## src/rtl/fetch_ctrl.sv

```systemverilog
// Instruction-fetch sequencer for a 2-cycle-latency instruction BRAM with tagged in-flight
// requests, credit-limited skid FIFO, backpressure and redirect. Optional counters: FETCH_PERF_EN.
//
// state   | meaning
// S_RUN   | issuing one request per cycle while credit is available
// S_STALL | no credit; waiting for the FIFO to drain, pc held
// S_REDIR | one bubble cycle after a redirect before fetch restarts
module fetch_ctrl #(
  parameter int PC_WIDTH                = 32,
  parameter int INST_WIDTH              = 32,
  parameter logic [PC_WIDTH-1:0] RESET_PC = '0,
  parameter int PC_STEP                 = 4,
  parameter int BUF_DEPTH               = 4
) (
  input  logic                  clk,
  input  logic                  rst,
  output logic [PC_WIDTH-1:0]   imem_addr_o,
  output logic                  imem_en_o,
  input  logic [INST_WIDTH-1:0] imem_data_i,
  input  logic                  redirect_i,
  input  logic [PC_WIDTH-1:0]   redirect_pc_i,
  output logic                  out_valid_o,
  input  logic                  out_ready_i,
  output logic [PC_WIDTH-1:0]   out_pc_o,
`ifdef FETCH_PERF_EN
  output logic [31:0]           perf_fetch_cnt_o,
  output logic [31:0]           perf_stall_cnt_o,
  output logic [15:0]           perf_flush_cnt_o,
`endif
  output logic [INST_WIDTH-1:0] out_inst_o
);

  localparam int PTR_W = (BUF_DEPTH > 1) ? $clog2(BUF_DEPTH) : 1;
  localparam int CNT_W = $clog2(BUF_DEPTH + 1);

  typedef enum logic [1:0] {S_RUN, S_STALL, S_REDIR} state_t;

  state_t              state_q, state_d;
  logic [PC_WIDTH-1:0] pc_q, pc_d;
  logic                s0_v, s1_v;
  logic [PC_WIDTH-1:0] s0_pc, s1_pc;

  logic [PC_WIDTH-1:0]   buf_pc   [BUF_DEPTH];
  logic [INST_WIDTH-1:0] buf_inst [BUF_DEPTH];
  logic [PTR_W-1:0]      rd_ptr, wr_ptr;
  logic [CNT_W-1:0]      fifo_cnt;
  logic [CNT_W:0]        occupancy;
  logic                  credit, issue, push, pop, fifo_nonempty;

  function automatic logic [PTR_W-1:0] ptr_inc(input logic [PTR_W-1:0] p);
    return (p == PTR_W'(BUF_DEPTH - 1)) ? '0 : p + 1'b1;
  endfunction

  // Credit counts words in flight plus words already buffered, so a push always finds room.
  always_comb begin
    occupancy = (CNT_W+1)'(fifo_cnt) + (CNT_W+1)'(s0_v) + (CNT_W+1)'(s1_v);
    credit    = occupancy < (CNT_W+1)'(BUF_DEPTH);
  end

  always_comb begin
    state_d = state_q;
    pc_d    = pc_q;
    issue   = 1'b0;
    if (redirect_i) begin
      state_d = S_REDIR;
      pc_d    = redirect_pc_i;
    end else begin
      case (state_q)
        S_RUN: begin
          if (credit) begin
            issue = ~rst;
            pc_d  = pc_q + PC_WIDTH'(PC_STEP);
          end else begin
            state_d = S_STALL;
          end
        end
        S_STALL: if (credit) state_d = S_RUN;
        S_REDIR: state_d = S_RUN;
        default: state_d = S_RUN;
      endcase
    end
  end

  always_ff @(posedge clk) begin
    if (rst) begin
      state_q <= S_RUN;
      pc_q    <= RESET_PC;
    end else begin
      state_q <= state_d;
      pc_q    <= pc_d;
    end
  end

  assign imem_addr_o = pc_q;
  assign imem_en_o   = issue;

  always_ff @(posedge clk) begin
    if (rst || redirect_i) begin
      s0_v <= 1'b0;
      s1_v <= 1'b0;
    end else begin
      s0_v <= imem_en_o;
      s1_v <= s0_v;
    end
  end

  always_ff @(posedge clk) begin
    s0_pc <= pc_q;
    s1_pc <= s0_pc;
  end

  assign fifo_nonempty = (fifo_cnt != '0);
  assign push          = s1_v & ~redirect_i;
  assign pop           = out_valid_o & out_ready_i;

  always_ff @(posedge clk) begin
    if (rst || redirect_i) begin
      rd_ptr   <= '0;
      wr_ptr   <= '0;
      fifo_cnt <= '0;
    end else begin
      if (push) wr_ptr <= ptr_inc(wr_ptr);
      if (pop)  rd_ptr <= ptr_inc(rd_ptr);
      case ({push, pop})
        2'b10:   fifo_cnt <= fifo_cnt + 1'b1;
        2'b01:   fifo_cnt <= fifo_cnt - 1'b1;
        default: fifo_cnt <= fifo_cnt;
      endcase
    end
  end

  always_ff @(posedge clk) begin
    if (push) begin
      buf_pc[wr_ptr]   <= s1_pc;
      buf_inst[wr_ptr] <= imem_data_i;
    end
  end

  // The FIFO head is the output register; outputs read zero when nothing is buffered.
  assign out_valid_o = fifo_nonempty & ~redirect_i & ~rst;
  assign out_pc_o    = fifo_nonempty ? buf_pc[rd_ptr]   : '0;
  assign out_inst_o  = fifo_nonempty ? buf_inst[rd_ptr] : '0;

  overflow_chk: assert property (@(posedge clk) disable iff (rst)
    !(push && fifo_cnt == CNT_W'(BUF_DEPTH)));

`ifdef FETCH_PERF_EN
  always_ff @(posedge clk) begin
    if (rst) begin
      perf_fetch_cnt_o <= '0;
      perf_stall_cnt_o <= '0;
      perf_flush_cnt_o <= '0;
    end else begin
      if (issue)              perf_fetch_cnt_o <= perf_fetch_cnt_o + 1'b1;
      if (state_q == S_STALL) perf_stall_cnt_o <= perf_stall_cnt_o + 1'b1;
      if (redirect_i)         perf_flush_cnt_o <= perf_flush_cnt_o + 1'b1;
    end
  end
`endif

endmodule
```

## config.mk

```make
export PLATFORM = sky130hd
export DESIGN_NAME = fetch_ctrl
export DESIGN_NICKNAME = d
export VERILOG_FILES = /design/src/rtl/fetch_ctrl.sv
export SDC_FILE = /design/constraint.sdc
export NUM_CORES = 1
export LEC_CHECK = 0
export BUFFER_PORTS_ARGS = -buffer_cell sky130_fd_sc_hd__buf_2
export CAP_MARGIN = 20
export CELL_PAD_IN_SITES_DETAIL_PLACEMENT = 1
export CELL_PAD_IN_SITES_GLOBAL_PLACEMENT = 1
export CORE_ASPECT_RATIO = 0.8
export CORE_MARGIN = 2
export CORE_UTILIZATION = 25
export CTS_BUF_LIST = sky130_fd_sc_hd__clkbuf_8
export CTS_CLUSTER_SIZE = 8
export DETAILED_ROUTE_END_ITERATION = 10
export GPL_ROUTABILITY_DRIVEN = 0
export GPL_TIMING_DRIVEN = 0
export PLACE_DENSITY = 0.53
export SLEW_MARGIN = 20
export SYNTH_ARGS = -nofsm -noshare
export SYNTH_HDL_FRONTEND = slang
export SYNTH_SLANG_ARGS = --single-unit
```

## constraint.sdc

```tcl
create_clock -name clk -period 3.88 [get_ports clk]
set_clock_uncertainty 0.15 [all_clocks]
set_input_delay 0 -clock clk [delete_from_list [all_inputs] [get_ports clk]]
set_output_delay 0 -clock clk [all_outputs]
set_load 0.01 [all_outputs]
```

==> metrics.txt <==
H-tree depth=2; leakage=0.00644 uW; Syn Nets=828; die height=210 um; crit-path max FO=10; pre-CTS setup slack=850 ps; Final Cycle Share=84.9%; initial antenna violation count=0; maximum vdd drop=0.000259 V; WP data required=3730 ps; Seq pwr share=55.6%; Finish-stage setup viols=0; unrepaired setup endpoints after global routing=false; Post-synth EDFFs=256; Synth cell types=48; CTS tree=done; Sw Ratio=22.9%; post-placement cell count=1,612; Post-Syn Area=13,300 um^2; Worst-Skew Late Latency=650 ps; endpoint class of the critical path=primary output; Seq/Total Area, Yosys=74.4%; MaxCap Viol Count=0; Comb power frac=4.4%; CP Class=flip-flop to primary output; worst min-delay path class=flip-flop to flip-flop; Syn Inst Count=751; number of routed nets with antenna violations=0; P per Cell Area=433 nW/um^2; clk slew on worst S/H paths=60 ps; reg2reg path depth=8; Final HPWL DP=22,100 um; status=complete, no violations; Iteration-0 DRC Markers=521; WP data arrival=3150 ps; non-filler cells, final=1,903; Yosys reg bits=365; Async S/R FF share, synth=0%; Max Fclk=0.303 GHz; Nets=1,235; Detailed Routing Iterations Pass 1=4; Pint=5990 uW; Tightest Pin Transition=960 ps; Congestion Overflow GR=0; fill count=5,473; Top-Level Pins=166; Avg Inst Size Synth=17.7 um^2; crit path time final=3300 ps; Die Wd=262 um; Final Hold Vio Count=0; area growth from synthesis to layout=35.2%; post-cts sizing count=0; Pins Over Slew Limit=0; Antenna diodes=0; Initial Util=25.3%; slew margin rel.=36.0%; total track usage=13.3%; clock buffer count from CTS=61; layout cell share with drive strength beyond 1=26.9%; via count=8,072; root buf cell=clkbuf_8; Util after Layout=34.2%; Worst Hold Depth=0; fin worst setup slack=585 ps; DR WL/cell=19.0 um; clock share of power=40.0%; ys flop type=edfxtp_1; # clock sinks=365; Startpoint Class=flip-flop; vias per cell=4.24; Die ar.=55,000 um^2; pin count of the biggest net entering global routing=36; vias in the first global route=9,136; DRT Wirelength=36,200 um; IO buf count=164; NetSw=1780 uW; row cnt=75; number of remaining DRC errors=0; Yosys Warn Count=0; Clock Tree Buf Depth=3; first-pass GRT wire length=54,800 um; Core ar.=52,500 um^2
[metrics by stage]
stage / total power (uW) / cell area [um^2] / setup TNS, ps / hold slack (ps)
6_report: 7770 / 17900 / 0 / 171
5_1_grt: 8120 / 17900 / 0 / 172
4_1_cts: 7930 / 17900 / 0 / 161
3_5_place_dp: 4600 / 15100 / 0 / 71.0
3_3_place_gp: 4590 / 15000 / -172070 / 66.8
2_1_floorplan: 4460 / 13300 / 0 / -51.1
[synthesized netlist by cell type (2+ instances only)]
master,count,area share [%]
edfxtp_1,256,58
dfxtp_1,109,16
mux4_2,64,11
nor2b_1,64,3.0
nor2_1,30,0.85
nand2_1,26,0.74
clkbuf_1,23,0.65
xnor2_1,15,0.99
a211oi_1,13,0.74
and3_1,11,0.52
inv_1,10,0.28
nor3_1,10,0.38
xor2_1,10,0.66
nand3_1,9,0.34
o21ai_1,9,0.34
a21oi_1,8,0.30
ha_1,8,0.75
nand4_1,8,0.38
nor4_1,8,0.38
buf_2,7,0.26
mux2i_1,5,0.38
a311oi_1,4,0.26
a31oi_1,4,0.19
and2_1,4,0.19
or3_1,4,0.19
buf_1,3,0.085
o211ai_1,3,0.17
o21ai_0,3,0.11
and4_1,2,0.13
o22ai_1,2,0.094
or4_1,2,0.11
[layout make-up]
| type | instances | area (um^2) | share of cell area [%] |
|---|---|---|---|
| Tap cell | 693 | 867 | 4.83 |
| Sequential cell | 365 | 9870 | 55.0 |
| Multi-Input combinational cell | 341 | 3240 | 18.1 |
| Timing Repair Buffer | 344 | 2660 | 14.8 |
| Buffer | 33 | 133 | 0.739 |
| Clock inverter | 50 | 224 | 1.25 |
| Clock buffer | 65 | 895 | 4.99 |
| Inverter | 12 | 45.0 | 0.251 |
[critical path, cell delays in order (launching register included)]
cell and delay, ps:
dfxtp_1 310, clkbuf_1 710, clkbuf_1 650, mux4_2 340, nor2b_1 290, buf_2 200
[worst paths after layout]
check,start,endpoint,slack (ps)
hold reg to reg,s0_pc[9],s1_pc[9],170
setup / recovery,flip-flop,out_pc_o[13],580
setup reg to reg,s1_v,imem_addr_o[12],710
hold / removal,s0_pc[9],s1_pc[9],170
[kinds of logic (layout without fill, tap and decap cells)]
kind of cell / after synthesis / in the layout / share of synthesized area (%)
flip-flops: 365 / 365 / 74.4
AND/OR/NAND/NOR: 186 / 186 / 7.85
multiplexers: 69 / 69 / 11.2
AO/OA/AOI/OAI: 52 / 52 / 2.64
buffers and inverters: 45 / 504 / 1.34
XOR/XNOR: 25 / 25 / 1.65
adder cells (fa/ha/maj): 9 / 9 / 0.905
[flip-flops by register name, summed over array words and instances (netlist names), named ones only]
signal,count
buf_inst,128
buf_pc,128
imem_addr_o,32
s0_pc,32
s1_pc,32
fifo_cnt,3
rd_ptr,2
state_q,2
wr_ptr,2
s0_v,1
s1_v,1
[placed cells by master, fill, tap and decap left out, drive strengths merged, types with 3 or more instances in the layout]
master	synthesis	final
inv	11	44
nand4	9	9
and2	4	4
nor2b	64	64
nand3	10	10
or3	4	4
clkinv	1	17
edfxtp	256	256
mux2i	5	5
nor2	30	30
a21oi	10	10
a31oi	4	4
and3	11	11
ha	8	8
dfxtp	109	109
o21ai	12	12
a311oi	4	4
xnor2	15	15
o211ai	3	3
nor3	11	11
nor4	10	10
clkbuf	23	88
mux4	64	64
a211oi	13	13
nand2	26	26
xor2	10	10
dlygate4sd3	0	176
buf	10	178
[metal layers]
metal | global-route usage, % | part of all wire, %
met1 | 17.9 | 46
met2 | 21.4 | 46
met3 | 3.21 | 5.5
met4 | 4.00 | 1.7
met5 | 0 | 0
[power by group through the flow]
stage	combinational [uW]	clock (uW)	sequential, uW
after floorplan	77.1	0	4380
after global placement	193	0	4400
after detailed placement	198	0	4400
after CTS	337	3270	4320
after global routing	374	3420	4330
final	342	3110	4320
[timing repair]
action	in CTS	in global routing
hold endpoints to repair	170	0
hold buffers	176	0
buffers inserted	0	0
Power figures use the tool's default switching activity.
